===== config.mk =====
export PLATFORM = sky130hd
export DESIGN_NAME = spi_ram_ctrl_flat
export DESIGN_NICKNAME = d
export VERILOG_FILES = /design/src/rtl/spi_ram_ctrl_pkg.sv /design/src/rtl/spi_ram_ctrl_if.sv /design/src/rtl/spi_ram_ctrl.sv /design/src/flat_wrapper.sv
export SDC_FILE = /design/constraint.sdc
export NUM_CORES = 1
export LEC_CHECK = 0
export ABC_CLOCK_PERIOD_IN_PS = 2300
export BUFFER_PORTS_ARGS = -buffer_cell sky130_fd_sc_hd__buf_2
export CORE_UTILIZATION = 40
export CTS_CLUSTER_DIAMETER = 60
export DETAILED_ROUTE_END_ITERATION = 7
export PLACE_DENSITY_LB_ADDON = 0.05
export RECOVER_POWER = 100
export SKIP_LAST_GASP = 1
export SYNTH_ARGS = -nofsm -noshare
export SYNTH_HDL_FRONTEND = slang
export SYNTH_SLANG_ARGS = --single-unit

===== constraint.sdc =====
create_clock -name clk -period 2.3 [get_ports clk]
set_clock_uncertainty 0.05 [all_clocks]
set_input_delay 0.23 -clock clk [delete_from_list [all_inputs] [get_ports clk]]
set_output_delay 0.23 -clock clk [all_outputs]
set_load 0.01 [all_outputs]

===== src/rtl/spi_ram_ctrl_pkg.sv =====
// Shared constants and state encoding for the SPI RAM controller.
package spi_ram_pkg;

    localparam int unsigned CMD_BITS  = 8;
    localparam int unsigned ADDR_BITS = 16;

    localparam logic [CMD_BITS-1:0] CMD_READ  = 8'h03;
    localparam logic [CMD_BITS-1:0] CMD_WRITE = 8'h02;

    typedef enum logic [1:0] {
        IDLE     = 2'd0,
        SHIFT    = 2'd1,
        DESEL_LO = 2'd2,
        DESEL_HI = 2'd3
    } state_e;

endpackage


===== src/rtl/spi_ram_ctrl_if.sv =====
// CPU-side request/response port of the SPI RAM controller.
interface spi_ram_ctrl_if
    import spi_ram_pkg::*;
#(
    parameter int unsigned DATA_BYTES = 2
);
    logic                    start;
    logic                    we;
    logic [ADDR_BITS-1:0]    addr;
    logic [8*DATA_BYTES-1:0] wdata;
    logic                    busy;
    logic                    done;
    logic [8*DATA_BYTES-1:0] rdata;

    modport master (
        output start, we, addr, wdata,
        input  busy, done, rdata
    );

    modport slave (
        input  start, we, addr, wdata,
        output busy, done, rdata
    );
endinterface


===== src/rtl/spi_ram_ctrl.sv =====
// SPI mode-0 master turning single-word CPU requests into 03h/02h SPI RAM frames.
module spi_ram_ctrl
    import spi_ram_pkg::*;
#(
    parameter int unsigned DATA_BYTES = 2
) (
    input  logic          clk,
    input  logic          rst,
    spi_ram_ctrl_if.slave bus,
    output logic          spi_clk_o,
    output logic          spi_select_o,
    output logic          spi_mosi_o,
    input  logic          spi_miso_i
);

    localparam int unsigned DW = 8 * DATA_BYTES;
    localparam int unsigned NB = CMD_BITS + ADDR_BITS + DW;
    localparam int unsigned CW = $clog2(2 * NB);
    localparam logic [CW-1:0] LAST_CNT = CW'(2 * NB - 1);

    state_e          state_q, state_d;
    logic [CW-1:0]   cnt_q, cnt_d;
    logic [NB-1:0]   sr_q, sr_d;
    logic            we_q, we_d;
    logic            real_q, real_d;
    logic            sclk_q, sclk_d;
    logic            sel_q, sel_d;
    logic            mosi_q, mosi_d;
    logic            busy_q, busy_d;
    logic            done_q, done_d;
    logic [DW-1:0]   rdata_q, rdata_d;

    logic [NB-1:0]   frame;
    logic [NB-1:0]   shifted;
    logic [DW-1:0]   rx_word;

    // Outgoing frame: command, address high/low, then data bytes LSB-byte first (zeros on reads).
    always_comb begin
        frame = '0;
        frame[NB-1 -: CMD_BITS] = bus.we ? CMD_WRITE : CMD_READ;
        frame[NB-1-CMD_BITS -: ADDR_BITS] = bus.addr;
        if (bus.we) begin
            for (int k = 0; k < int'(DATA_BYTES); k++) begin
                frame[DW-1-8*k -: 8] = bus.wdata[8*k +: 8];
            end
        end
    end

    // Received bytes arrive first-byte-first in the low DW bits; byte k lands in rdata[8k+7:8k].
    always_comb begin
        rx_word = '0;
        for (int k = 0; k < int'(DATA_BYTES); k++) begin
            rx_word[8*k +: 8] = sr_q[DW-1-8*k -: 8];
        end
    end

    // Next-state and registered-output logic.
    always_comb begin
        state_d = state_q;
        cnt_d   = cnt_q;
        sr_d    = sr_q;
        we_d    = we_q;
        real_d  = real_q;
        sclk_d  = 1'b0;
        sel_d   = 1'b1;
        mosi_d  = 1'b0;
        busy_d  = 1'b1;
        done_d  = 1'b0;
        rdata_d = rdata_q;
        shifted = {sr_q[NB-2:0], spi_miso_i};

        case (state_q)
            IDLE: begin
                busy_d = 1'b0;
                if (bus.start) begin
                    state_d = SHIFT;
                    cnt_d   = '0;
                    sr_d    = frame;
                    we_d    = bus.we;
                    real_d  = 1'b1;
                    sel_d   = 1'b0;
                    mosi_d  = frame[NB-1];
                    busy_d  = 1'b1;
                end
            end
            SHIFT: begin
                sel_d = 1'b0;
                cnt_d = cnt_q + CW'(1);
                if (!cnt_q[0]) begin
                    sclk_d = 1'b1;
                    mosi_d = sr_q[NB-1];
                end else begin
                    sr_d = shifted;
                    if (cnt_q == LAST_CNT) begin
                        state_d = DESEL_LO;
                        sel_d   = 1'b1;
                    end else begin
                        mosi_d = shifted[NB-1];
                    end
                end
            end
            DESEL_LO: begin
                state_d = DESEL_HI;
                sclk_d  = 1'b1;
            end
            DESEL_HI: begin
                state_d = IDLE;
                busy_d  = 1'b0;
                done_d  = real_q;
                real_d  = 1'b0;
                if (real_q && !we_q) begin
                    rdata_d = rx_word;
                end
            end
            default: state_d = DESEL_LO;
        endcase
    end

    // State and output registers; reset lands in DESEL_LO to flush the RAM.
    always_ff @(posedge clk or posedge rst) begin
        if (rst) begin
            state_q <= DESEL_LO;
            cnt_q   <= '0;
            sr_q    <= '0;
            we_q    <= 1'b0;
            real_q  <= 1'b0;
            sclk_q  <= 1'b0;
            sel_q   <= 1'b1;
            mosi_q  <= 1'b0;
            busy_q  <= 1'b1;
            done_q  <= 1'b0;
            rdata_q <= '0;
        end else begin
            state_q <= state_d;
            cnt_q   <= cnt_d;
            sr_q    <= sr_d;
            we_q    <= we_d;
            real_q  <= real_d;
            sclk_q  <= sclk_d;
            sel_q   <= sel_d;
            mosi_q  <= mosi_d;
            busy_q  <= busy_d;
            done_q  <= done_d;
            rdata_q <= rdata_d;
        end
    end

    assign spi_clk_o    = sclk_q;
    assign spi_select_o = sel_q;
    assign spi_mosi_o   = mosi_q;
    assign bus.busy     = busy_q;
    assign bus.done     = done_q;
    assign bus.rdata    = rdata_q;

endmodule

===== src/flat_wrapper.sv =====
// flat-port wrapper written by rule: the top's interface ports become plain ports
module spi_ram_ctrl_flat import spi_ram_pkg::*;
#(
    parameter int unsigned DATA_BYTES = 2
)
  (clk, rst, spi_clk_o, spi_select_o, spi_mosi_o, spi_miso_i, bus_start, bus_we, bus_addr, bus_wdata, bus_busy, bus_done, bus_rdata);
  spi_ram_ctrl_if #(.DATA_BYTES(DATA_BYTES)) bus_i ();
  input  logic clk;
  input  logic rst;
  output logic spi_clk_o;
  output logic spi_select_o;
  output logic spi_mosi_o;
  input  logic spi_miso_i;
  input wire logic [$bits(bus_i.start)-1:0] bus_start;
  input wire logic [$bits(bus_i.we)-1:0] bus_we;
  input wire logic [$bits(bus_i.addr)-1:0] bus_addr;
  input wire logic [$bits(bus_i.wdata)-1:0] bus_wdata;
  output wire logic [$bits(bus_i.busy)-1:0] bus_busy;
  output wire logic [$bits(bus_i.done)-1:0] bus_done;
  output wire logic [$bits(bus_i.rdata)-1:0] bus_rdata;
  assign bus_i.start = bus_start;
  assign bus_i.we = bus_we;
  assign bus_i.addr = bus_addr;
  assign bus_i.wdata = bus_wdata;
  assign bus_busy = bus_i.busy;
  assign bus_done = bus_i.done;
  assign bus_rdata = bus_i.rdata;
  spi_ram_ctrl #(.DATA_BYTES(DATA_BYTES)) u_core (.clk(clk), .rst(rst), .bus(bus_i), .spi_clk_o(spi_clk_o), .spi_select_o(spi_select_o), .spi_mosi_o(spi_mosi_o), .spi_miso_i(spi_miso_i));
endmodule

==> results of run 1 <==
worst max-delay path, stage by stage, from the launching register on:
cell	delay, ns
dfstp_2	0.55
inv_1	0.06
ha_1	0.26
and2b_4	0.22
nand2b_2	0.29
buf_2	0.27
a221oi_1	0.25
nor2_1	0.06
where the power goes:
group	switching [W]	total (W)	internal [W]
Combinational	0.00127	0.00222	0.000949
Clock	0.000482	0.00123	0.000747
Sequential	0.000356	0.00222	0.00186
through the flow:
| stage | worst slack (ns) | cell area, µm² | total power (W) |
|---|---|---|---|
| after floorplan | 0.200 | 3310 | 0.00409 |
| after global placement | 0.278 | 3700 | 0.00458 |
| after detailed placement | 0.220 | 3700 | 0.00464 |
| after CTS | 0.225 | 3950 | 0.00588 |
| after global routing | 0.0484 | 3870 | 0.00614 |
| final | 0.169 | 3870 | 0.00567 |
cell type report:
cell class / instances / share of cell area, %
Clock inverter: 5 / 2.68
Timing Repair Buffer: 67 / 8.98
Tap cell: 102 / 3.29
Multi-Input combinational cell: 195 / 34.2
Sequential cell: 72 / 46.6
Inverter: 7 / 0.678
Clock buffer: 10 / 3.55
cell usage in the layout, fill, tap and decap left out, drive strengths merged, types with 2 or more instances in the layout:
cell and instances:
mux2 19, nor3 2, or3 2, clkbuf 35, nor2b 2, nand2 36, mux2i 20, nor2 42
inv 8, a221oi 16, o21ai 23, dfstp 3, xnor2 2, dfrtp 69, a21oi 4, bufinv 3
nand3 8, buf 41, a22o 2, nand2b 3, ha 5
metal layers:
metal  track usage [%]  vias to the layer above
met5                 0                        -
met4              7.69                        0
met3              3.74                       10
met2              24.0                       47
met1              23.3                     1082
li1                  -                     1136
registers in the layout (all words and copies together), names as in the netlist:
name,count
u_core.spi_select_o,1
u_core.bus.rdata,16
u_core.we_q,1
u_core.sr_q,40
u_core.spi_mosi_o,1
u_core.bus.busy,1
u_core.spi_clk_o,1
u_core.real_q,1
u_core.bus.done,1
u_core.state_q,2
u_core.cnt_q,7
worst max path at each step:
| stage | startpoint | end | slack, ns | depth (start not counted) |
|---|---|---|---|---|
| 6_report | u_core.state_q[1]$_DFFE_PP1P_ | u_core.sr_q[12]$_DFFE_PP0P_ | 0.17 | 7 |
| 5_1_grt | u_core.state_q[1]$_DFFE_PP1P_ | u_core.sr_q[12]$_DFFE_PP0P_ | 0.05 | 7 |
| 4_1_cts | u_core.state_q[1]$_DFFE_PP1P_ | u_core.sr_q[32]$_DFFE_PP0P_ | 0.23 | 5 |
| 3_5_place_dp | u_core.state_q[1]$_DFFE_PP1P_ | u_core.sr_q[32]$_DFFE_PP0P_ | 0.22 | 5 |
| 3_3_place_gp | u_core.state_q[1]$_DFFE_PP1P_ | u_core.sr_q[21]$_DFFE_PP0P_ | 0.28 | 6 |
| 2_1_floorplan | rst | u_core.bus.done$_DFF_PP0_ | 0.20 | 1 |
cells by family (layout without fill, tap and decap cells):
| logic type | after synthesis | after routing |
|---|---|---|
| compound gates | 51 | 51 |
| xor+xnor | 2 | 2 |
| fa+ha+maj | 5 | 5 |
| buf+inv | 25 | 89 |
| flops | 72 | 72 |
| mux | 39 | 39 |
| simple gates | 98 | 98 |
==> results by group, run 1 <==
Synth
  • Most frequent cell after synthesis: dfrtp_1
  • Simple-Gate Fraction of Synth Area: between 10 and 15%
  • Top_reg_cell synth: dfrtp_1
  • Syn Nets: 334
  • Mux cell area share after synthesis: 13.0%
  • Post-synth top area cell: dfrtp_1
  • Post-synthesis compound-gate area fraction: 12.7%
  • Post-synth top cells: dfrtp_1, nor2_1, nand2_1
  • Synth Cell Area: 3310 µm²
  • Synth cell types: 35
  • Post-Synth XOR/XNOR Area: 0.529%
  • Sequential share of the synthesized area: 54.5%
  • Synth top area share: 52.1%
  • Synth Area in Adders: between 1.5 and 2%
  • Flops & latches, synth: just over 70
  • Asr flop ratio synth: 100%
  • Mapped Cells: 292
  • Synth area leaders: dfrtp_1, mux2_2, a221oi_2, mux2i_1, nor2_1
  • Yosys warning count: 0
  • Avg Inst Size Synth: 11.3 µm²
  • Largest family of logic cells by synthesized area: multiplexers
  • EDFF count, synth: 0

Cells and area
  • ANT cells: 0
  • Final Util: around 49%
  • Fillers: 783
  • Post-Layout Cell Count: 458
  • Net count, final: 394
  • Syn-to-layout area delta: 17.0%
  • Share of cells above drive strength 1: 27.0%
  • Register area: around 1800 µm²
  • Area used by multi-input combinational logic: 1330 µm²

Global route
  • Overflow after GRT: 0
  • Initial antenna violation count: 0
  • First-pass GRT wire length: 10900 µm
  • Vias in the first global route: 2224
  • Total GRT Usage: ~17%
  • Pin count of the biggest net entering global routing: 46

Clock tree
  • TritonCTS Sinks: 72
  • Hold_buf cts: 1
  • TritonCTS buffer count: 9
  • H-tree depth: 3
  • Clock transition at the registers of the reported paths: 0.08 ns
  • Clk_lat worst skew: 0.34 ns
  • Root buffer cell: clkbuf_8
  • Post-CTS Setup Inserts: 0
  • CTS tree: yes
  • Clock Path Buffers: 2
  • CTS resizes: 0

STA
  • Setup Viol. Count Final: 0
  • Final Max Slew Viols: 0
  • Final period util: 92.7%
  • Final Hold Fails: 0
  • Max-slew headroom: 35.2%
  • Hold Slack: 0.0870 ns
  • Final min period: 2.13 ns
  • Setup TNS Final: 0 ns
  • Worst Tran Pin Value: between 0.9 and 1 ns
  • Max Clk Rate: between 400 and 500 MHz
  • RSZ-0062 raised after global routing: no

Drt
  • Initial DRC Count: 95
  • Mean routed wirelength per cell: 14.0 µm
  • Routed wl met3: roughly 270 µm
  • Highest routed layer: met4
  • DR pass1 iterations: 4
  • Routed wire length on met2: 2770 µm
  • Antenna-violating nets left: 0
  • DRC viols: 0
  • WL final: 6420 µm
  • Vias/cell: 4.97
  • Via count: 2275
  • DRT met1 WL: 3260 µm

Power and ir drop
  • LEAKAGE: between 1.5 and 2 nW
  • Cell Pwr Density: 1460 nW/µm²
  • VDD IR max: 0.583 mV

Floorplan
  • Core area: 7890 µm²
  • Placement row count: 32
  • Die Area: 8650 µm²
  • Initial Utilization: about 42%
  • Die Y: 93.0 µm
  • IO Pins: between 50 and 60
  • Chip Width: ~93 µm

Critical path
  • Worst-path fanout max: 12
  • R2r setup slk: 0.17 ns
  • Worst Setup Path Type: register to register
  • Worst Path Required: ~2.5 ns
  • Crit path launch type: register
  • Worst setup EP type: register
  • R2R Path End: u_core.sr_q[12]$_DFFE_PP0P_
  • Worst r2r src: u_core.state_q[1]$_DFFE_PP1P_
  • Reg2Reg Depth: 7
  • Critical Path AT: 2.31 ns

Job
  • Max capacitance violation total: 0

Worst hold path
  • Min-delay src: bus_wdata[13]
  • Worst hold path class: input port to register
  • Hold Crit Endpoint: u_core.sr_q[5]$_DFFE_PP0P_
  • Hold depth: 3

Run status
  • Outcome: complete, no violations

Placed design
  • HPWL Detailed: 4390 µm
  • PortBufs: 57
  • Gpl congestion: 0.753
  • Placed cells: 442
No activity file was read; power rests on OpenSTA's default activity.
==> run 2: changes to the inputs <==
--- a/config.mk
+++ b/config.mk
@@ -5,7 +5,8 @@
 export SDC_FILE = /design/constraint.sdc
 export NUM_CORES = 1
 export LEC_CHECK = 0
-export ABC_CLOCK_PERIOD_IN_PS = 2300
+export ABC_AREA = 1
+export ABC_CLOCK_PERIOD_IN_PS = 2470
 export BUFFER_PORTS_ARGS = -buffer_cell sky130_fd_sc_hd__buf_2
 export CORE_UTILIZATION = 40
 export CTS_CLUSTER_DIAMETER = 60
==> constraint.sdc (replaced) <==
create_clock -name clk -period 2.47 [get_ports clk]
set_clock_uncertainty 0.05 [all_clocks]
set_input_delay 0.247 -clock clk [delete_from_list [all_inputs] [get_ports clk]]
set_output_delay 0.247 -clock clk [all_outputs]
set_load 0.01 [all_outputs]
==> run 2 against run 1 <==
Compared with the run above: clock-buffer cell count down 1; core utilization shrank 1.7 points; non-clock buffer count is the same; wire length increased by 5.0%; largest cell class unchanged; largest power group is now combinational cells; highest routed layer unchanged.
==> results by group, run 2 <==
Power and ir drop
  • Cell Pwr Density: 1210 nW/µm² (was 1460 nW/µm²)
  • Clock power share: 18.6% (was 21.7%)
  • Flop pwr share: 40.1% (was 39.2%)
  • Sw Ratio: 39.7% (was 37.2%)
  • Pint: 0.00284 W (was 0.00356 W)
  • Switching power: 0.00187 W (was 0.00211 W)
  • LEAKAGE: 1.82 nW (was 1.75 nW)
  • Logic gate share of total power: 41.3% (was 39.2%)
  • VDD IR max: 0.410 mV (was 0.583 mV)

Critical path
  • Worst setup EP type: register (unchanged)
  • Critical Path AT: 2.32 ns (was 2.31 ns)
  • Worst Setup Path Type: register to register (unchanged)
  • Crit path launch type: register (unchanged)
  • Worst-path fanout max: 19 (was 12)
  • Worst Path Required: 2.64 ns (was 2.48 ns)

Drt
  • Via count: 2607 (was 2275)
  • Initial DRC Count: 120 (was 95)
  • DR pass1 iterations: 4 (unchanged)
  • DRC viols: 0 (unchanged)
  • Antenna-violating nets left: 0 (unchanged)
  • WL final: 6740 µm (was 6420 µm)
  • Vias/cell: 4.72 (was 4.97)
  • Mean routed wirelength per cell: 12.2 µm (was 14.0 µm)

Synth
  • Largest family of logic cells by synthesized area: simple AND/OR/NAND/NOR gates (was multiplexers)
  • Synth Area in Adders: 1.85% (was 1.89%)
  • Synth cell types: 30 (was 35)
  • Yosys warning count: 0 (unchanged)
  • Post-Synth XOR/XNOR Area: 0% (was 0.529%)
  • Synth area leaders: dfrtp_1, o21ai_0, nand2_1, nor2_1, nand3_1 (was dfrtp_1, mux2_2, a221oi_2, mux2i_1, nor2_1)
  • Avg Inst Size Synth: 8.71 µm² (was 11.3 µm²)
  • Top_reg_cell synth: dfrtp_1 (unchanged)
  • Flops & latches, synth: 72 (unchanged)
  • Syn Nets: 430 (was 334)
  • Post-synth top cells: nand2_1, dfrtp_1, o21ai_0 (was dfrtp_1, nor2_1, nand2_1)
  • Most frequent cell after synthesis: nand2_1 (was dfrtp_1)
  • Sequential share of the synthesized area: 53.4% (was 54.5%)
  • Post-synth top area cell: dfrtp_1 (unchanged)
  • Mux cell area share after synthesis: 0% (was 13.0%)
  • Synth Cell Area: 3380 µm² (was 3310 µm²)
  • EDFF count, synth: 0 (unchanged)
  • Simple-Gate Fraction of Synth Area: 19.4% (was 12.7%)
  • Asr flop ratio synth: 100% (unchanged)
  • Post-synthesis compound-gate area fraction: 17.1% (was 12.7%)
  • Mapped Cells: 388 (was 292)
  • Synth top area share: 51.1% (was 52.1%)

Global route
  • First-pass GRT wire length: 11700 µm (was 10900 µm)
  • Pin count of the biggest net entering global routing: 40 (was 46)
  • Overflow after GRT: 0 (unchanged)
  • Initial antenna violation count: 0 (unchanged)
  • Vias in the first global route: 2507 (was 2224)
  • Total GRT Usage: 17.1% (was 16.5%)

STA
  • Final min period: 2.15 ns (was 2.13 ns)
  • Setup Viol. Count Final: 0 (unchanged)
  • Setup TNS Final: 0 ns (unchanged)
  • RSZ-0062 raised after global routing: no (unchanged)
  • Worst Tran Pin Value: 0.961 ns (was 0.972 ns)
  • Final setup margin: 0.323 ns (was 0.169 ns)
  • Max-slew headroom: 36.0% (was 35.2%)
  • Final Hold Fails: 0 (unchanged)
  • Final period util: 86.9% (was 92.7%)
  • Final Max Slew Viols: 0 (unchanged)
  • Max Clk Rate: 466 MHz (was 469 MHz)

Clock tree
  • H-tree depth: 3 (unchanged)
  • Clk_lat worst skew: 0.33 ns (was 0.34 ns)
  • TritonCTS buffer count: 9 (unchanged)
  • Clock transition at the registers of the reported paths: 0.07 ns (was 0.08 ns)
  • Post-CTS Setup Inserts: 0 (unchanged)
  • Clock Path Buffers: 2 (unchanged)
  • TritonCTS Sinks: 72 (unchanged)
  • Root buffer cell: clkbuf_8 (unchanged)
  • CTS tree: yes (unchanged)

Cells and area
  • Reg with most FFs: u_core.sr_q (unchanged)
  • Syn-to-layout area delta: 14.8% (was 17.0%)
  • Share of cells above drive strength 1: 16.1% (was 27.0%)
  • Number of flip-flops in the largest register: 40 (unchanged)
  • Fillers: 838 (was 783)
  • ANT cells: 0 (unchanged)
  • Commonest non-fill, non-tap cell in the layout: nand2_1 (was dfrtp_1)
  • Final Util: 47.4% (was 49.1%)
  • Most frequent cells in the layout: nand2_1, o21ai_0, dfrtp_1 (was dfrtp_1, nor2_1, buf_2)
  • Net count, final: 485 (was 394)

Placed design
  • HPWL Detailed: 4600 µm (was 4390 µm)
  • PortBufs: 57 (unchanged)
  • Gpl congestion: 0.783 (was 0.753)
  • Post-Place Setup Slack: 0.338 ns (was 0.220 ns)

Floorplan
  • IO Pins: 58 (unchanged)
  • Die Y: 93.9 µm (was 93.0 µm)
  • Core area: 8180 µm² (was 7890 µm²)
  • Chip Width: 93.9 µm (was 93.0 µm)
  • Die Area: 8820 µm² (was 8650 µm²)
  • Placement row count: 33 (was 32)
  • Initial Utilization: 41.3% (was 42.0%)

Run status
  • Outcome: complete, no violations (unchanged)

Job
  • Max capacitance violation total: 0 (unchanged)

Worst hold path
  • Worst hold path class: input port to register (unchanged)
run 2: cell types whose count changed after synthesis, sizes merged, moves of 19 or more:
cell,delta
inv,+29
mux2,-19
mux2i,-20
nand2,+39
nand3,+22
o21ai,+50
run 2: path summary, 6_finish.rpt:
path                            slack [ns]  depth (start not counted)                          endpoint                           from
worst min-delay path                  0.19                          5        u_core.sr_q[0]$_DFFE_PP0P_                     spi_miso_i
min in group asynchronous             0.69                          4  u_core.bus.rdata[13]$_DFFE_PP0P_                            rst
worst max register to register        0.32                          8       u_core.sr_q[29]$_DFFE_PP0P_  u_core.state_q[1]$_DFFE_PP1P_
worst min register to register        0.43                          2         u_core.bus.done$_DFF_PP0_      u_core.real_q$_DFFE_PP0P_
max in group asynchronous             1.05                          4       u_core.sr_q[33]$_DFFE_PP0P_                            rst
worst max-delay path                  0.32                          8       u_core.sr_q[29]$_DFFE_PP0P_  u_core.state_q[1]$_DFFE_PP1P_
run 2: final cells by class:
class / count / area (µm²) / area share (%)
Clock buffer: 9 / 124 / 3.19
Sequential cell: 72 / 1810 / 46.5
Tap cell: 105 / 131 / 3.39
Timing Repair Buffer: 67 / 350 / 9.03
Clock inverter: 6 / 61.3 / 1.58
Inverter: 36 / 138 / 3.55
Multi-Input combinational cell: 257 / 1270 / 32.7
run 2: per-layer routing:
layer	share of wire, %	vias to the layer above	GRT usage (%)
li1	-	1372	-
met1	51	1172	23.1
met2	44	54	26.8
met3	4.2	9	3.56
met4	1.4	0	6.54
met5	0	-	0
run 2: repair_timing:
action | CTS | global route
setup endpoints to repair | 0 | 0
gates resized for setup | 0 | 0
hold buffers | 1 | 0
endpoints found under the hold margin | 68 | 0
run 2: logic make-up (layout without fill, tap and decap cells):
kind of cell | count (synthesis) | after routing
flip-flops | 72 | 72
adder cells (fa/ha/maj) | 5 | 5
AO/OA/AOI/OAI | 99 | 99
buffers and inverters | 59 | 118
AND/OR/NAND/NOR | 153 | 153
run 2: worst max-delay path: stages, from the launching register on:
cell and delay (ns):
dfstp_1 0.58, inv_1 0.08, ha_1 0.31, inv_4 0.25, nor2_8 0.07, nor2_4 0.27, buf_4 0.23, o21ai_0 0.09
o21a_1 0.11
run 2: power groups by stage:
stage | clock [W] | combinational (W) | sequential [W]
2_1_floorplan | 0 | 0.00156 | 0.00193
3_3_place_gp | 0 | 0.00208 | 0.00190
3_5_place_dp | 0 | 0.00210 | 0.00190
4_1_cts | 0.000923 | 0.00211 | 0.00188
5_1_grt | 0.000971 | 0.00228 | 0.00194
6_report | 0.000878 | 0.00194 | 0.00189
run 2: stage by stage:
stage	instances	hold WS (ns)	total power, W	cell area (µm²)
detailed placement	536	0.337	0.00400	3750
finish	552	0.191	0.00471	3880
global route	552	0.196	0.00520	3880
floorplan	388	0.385	0.00349	3380
global placement	536	0.330	0.00398	3750
CTS	552	0.176	0.00492	3950
==> run 3: changes to the inputs <==
--- a/config.mk
+++ b/config.mk
@@ -8,7 +8,7 @@
 export ABC_AREA = 1
 export ABC_CLOCK_PERIOD_IN_PS = 2470
 export BUFFER_PORTS_ARGS = -buffer_cell sky130_fd_sc_hd__buf_2
-export CORE_UTILIZATION = 40
+export CORE_UTILIZATION = 60
 export CTS_CLUSTER_DIAMETER = 60
 export DETAILED_ROUTE_END_ITERATION = 7
 export PLACE_DENSITY_LB_ADDON = 0.05
==> run 3 against run 2 <==
Compared with the run above: wire length is 3.6% lower; cell count down 6.7%; sequential power hardly changed; largest power group is now registers; largest cell class unchanged.
==> results by group, run 3 (same netlist as run 2, synthesis figures left out) <==
STA
  • Final setup margin: 0.261 ns (was 0.323 ns)
  • Setup TNS Final: 0 ns (unchanged)
  • Max Clk Rate: 453 MHz (was 466 MHz)
  • Worst Tran Pin Value: 0.976 ns (was 0.961 ns)
  • Max-slew headroom: 34.8% (was 36.0%)
  • Setup Viol. Count Final: 0 (unchanged)
  • Final Max Slew Viols: 0 (unchanged)
  • Final period util: 89.4% (was 86.9%)
  • RSZ-0062 raised after global routing: no (unchanged)
  • Final Hold Fails: 0 (unchanged)
  • Final min period: 2.21 ns (was 2.15 ns)

Cells and area
  • Final Util: 72.2% (was 47.4%)
  • Fillers: 460 (was 838)
  • Net count, final: 482 (was 485)
  • Most frequent cells in the layout: nand2_1, o21ai_0, dfrtp_1 (unchanged)
  • Number of flip-flops in the largest register: 40 (unchanged)
  • Post-Layout Cell Count: 515 (was 552)
  • Register area: 1810 µm² (unchanged)
  • Share of cells above drive strength 1: 14.8% (was 16.1%)
  • Commonest non-fill, non-tap cell in the layout: nand2_1 (unchanged)
  • Reg with most FFs: u_core.sr_q (unchanged)
  • ANT cells: 0 (unchanged)
  • Area used by multi-input combinational logic: 1260 µm² (was 1270 µm²)
  • Syn-to-layout area delta: 12.5% (was 14.8%)

Critical path
  • Worst Setup Path Type: register to register (unchanged)
  • R2R Path End: u_core.sr_q[11]$_DFFE_PP0P_ (was u_core.sr_q[29]$_DFFE_PP0P_)
  • R2r setup slk: 0.26 ns (was 0.32 ns)
  • Worst Setup SP: u_core.state_q[1]$_DFFE_PP1P_ (unchanged)
  • Worst-path fanout max: 25 (was 19)
  • Critical Path AT: 2.41 ns (was 2.32 ns)
  • Reg2Reg Depth: 8 (unchanged)
  • Crit path launch type: register (unchanged)
  • Critical Path End: u_core.sr_q[11]$_DFFE_PP0P_ (was u_core.sr_q[29]$_DFFE_PP0P_)
  • Worst Path Required: 2.67 ns (was 2.64 ns)
  • Worst setup EP type: register (unchanged)
  • Worst r2r src: u_core.state_q[1]$_DFFE_PP1P_ (unchanged)

Global route
  • Pin count of the biggest net entering global routing: 55 (was 40)
  • First-pass GRT wire length: 11400 µm (was 11700 µm)
  • Vias in the first global route: 2574 (was 2507)
  • M1 GR Usage: 33.0% (was 23.1%)
  • Met3 Resource Use GR: 5.48% (was 3.56%)
  • Grt peak-use layer: met2 (unchanged)
  • Grt met2 use: 38.5% (was 26.8%)
  • Overflow after GRT: 0 (unchanged)
  • Initial antenna violation count: 0 (unchanged)
  • Total GRT Usage: 24.2% (was 17.1%)

Placed design
  • Post-Place Setup Slack: 0.314 ns (was 0.338 ns)
  • Gpl congestion: 0.850 (was 0.783)
  • PortBufs: 57 (unchanged)
  • HPWL Detailed: 4260 µm (was 4600 µm)
  • Placed cells: 498 (was 536)

Power and ir drop
  • Cell Pwr Density: 1220 nW/µm² (was 1210 nW/µm²)
  • LEAKAGE: 1.80 nW (was 1.82 nW)
  • VDD IR max: 0.679 mV (was 0.410 mV)
  • Tot Pwr: 0.00466 W (was 0.00471 W)

Floorplan
  • Chip Width: 77.1 µm (was 93.9 µm)
  • Die Area: 5940 µm² (was 8820 µm²)
  • Initial Utilization: 64.1% (was 41.3%)
  • Die Y: 77.1 µm (was 93.9 µm)
  • Placement row count: 26 (was 33)
  • Core area: 5270 µm² (was 8180 µm²)
  • IO Pins: 58 (unchanged)

Drt
  • Vias/cell: 5.16 (was 4.72)
  • Mean routed wirelength per cell: 12.6 µm (was 12.2 µm)
  • Antenna-violating nets left: 0 (unchanged)
  • Via count: 2659 (was 2607)
  • WL final: 6500 µm (was 6740 µm)
  • Initial DRC Count: 182 (was 120)
  • DR pass1 iterations: 4 (unchanged)
  • DRC viols: 0 (unchanged)

Clock tree
  • CTS resizes: 0 (unchanged)
  • TritonCTS Sinks: 72 (unchanged)
  • Clock Path Buffers: 2 (unchanged)
  • Clk_lat worst skew: 0.34 ns (was 0.33 ns)
  • TritonCTS buffer count: 9 (unchanged)
  • CTS tree: yes (unchanged)
  • Clock transition at the registers of the reported paths: 0.07 ns (about the same)
  • H-tree depth: 3 (unchanged)
  • Root buffer cell: clkbuf_8 (unchanged)

Job
  • Max capacitance violation total: 0 (unchanged)

Worst hold path
  • Worst hold path class: input port to register (unchanged)
  • Hold depth: 5 (unchanged)

Run status
  • Outcome: complete, no violations (unchanged)
## run 3: timing repair
action	CTS	global route
hold buffers	1	0
endpoints found under the setup margin	0	0
buffers inserted	0	0
hold endpoints to repair	25	0
## run 3: how the worst min path moves through the flow
stage	from	to	slack, ns
finish	bus_addr[0]	u_core.sr_q[16]$_DFFE_PP0P_	0.19
global placement	rst	u_core.bus.rdata[13]$_DFFE_PP0P_	0.28
global route	bus_addr[0]	u_core.sr_q[16]$_DFFE_PP0P_	0.20
CTS	bus_addr[0]	u_core.sr_q[16]$_DFFE_PP0P_	0.17
detailed placement	rst	u_core.sr_q[5]$_DFFE_PP0P_	0.28
floorplan	bus_start	u_core.bus.busy$_DFF_PP1_	0.38
## run 3: area by class of cell
class	instances	share of cell area (%)
clock buffer	15	4.11
inverter	36	3.59
multi-input combinational	257	33.3
clock inverter	1	0.790
timing repair buffer	64	8.46
tap	70	2.30
sequential	72	47.5
## run 3: power by group
| group | switching [W] | internal (W) |
|---|---|---|
| combinational | 0.00121 | 0.000667 |
| clock | 0.000395 | 0.000497 |
| sequential | 0.000230 | 0.00166 |
| total | 0.00184 | 0.00282 |
## run 3: through the flow
| stage | hold slack, ns | area [µm²] |
|---|---|---|
| 2_1_floorplan | 0.385 | 3380 |
| 4_1_cts | 0.173 | 3870 |
| 3_3_place_gp | 0.278 | 3670 |
| 5_1_grt | 0.205 | 3800 |
| 6_report | 0.191 | 3800 |
| 3_5_place_dp | 0.276 | 3670 |
## run 3: layer usage
metal  vias up  routed length (µm)  share of wire (%)
met5         -                   0                  0
met4         0                  85                1.3
met3         9                 256                3.9
met2        57                3030                 47
met1      1234                3120                 48
li1       1359                   -                  -
## run 3: worst max-delay path, cell delays in order (launching register included)
cell and delay, ns:
dfstp_2 0.56, inv_1 0.06, ha_1 0.30, clkinvlp_2 0.22, nor2_8 0.07, nor2_4 0.35, buf_4 0.33, nand2_1 0.09
o21ai_0 0.09
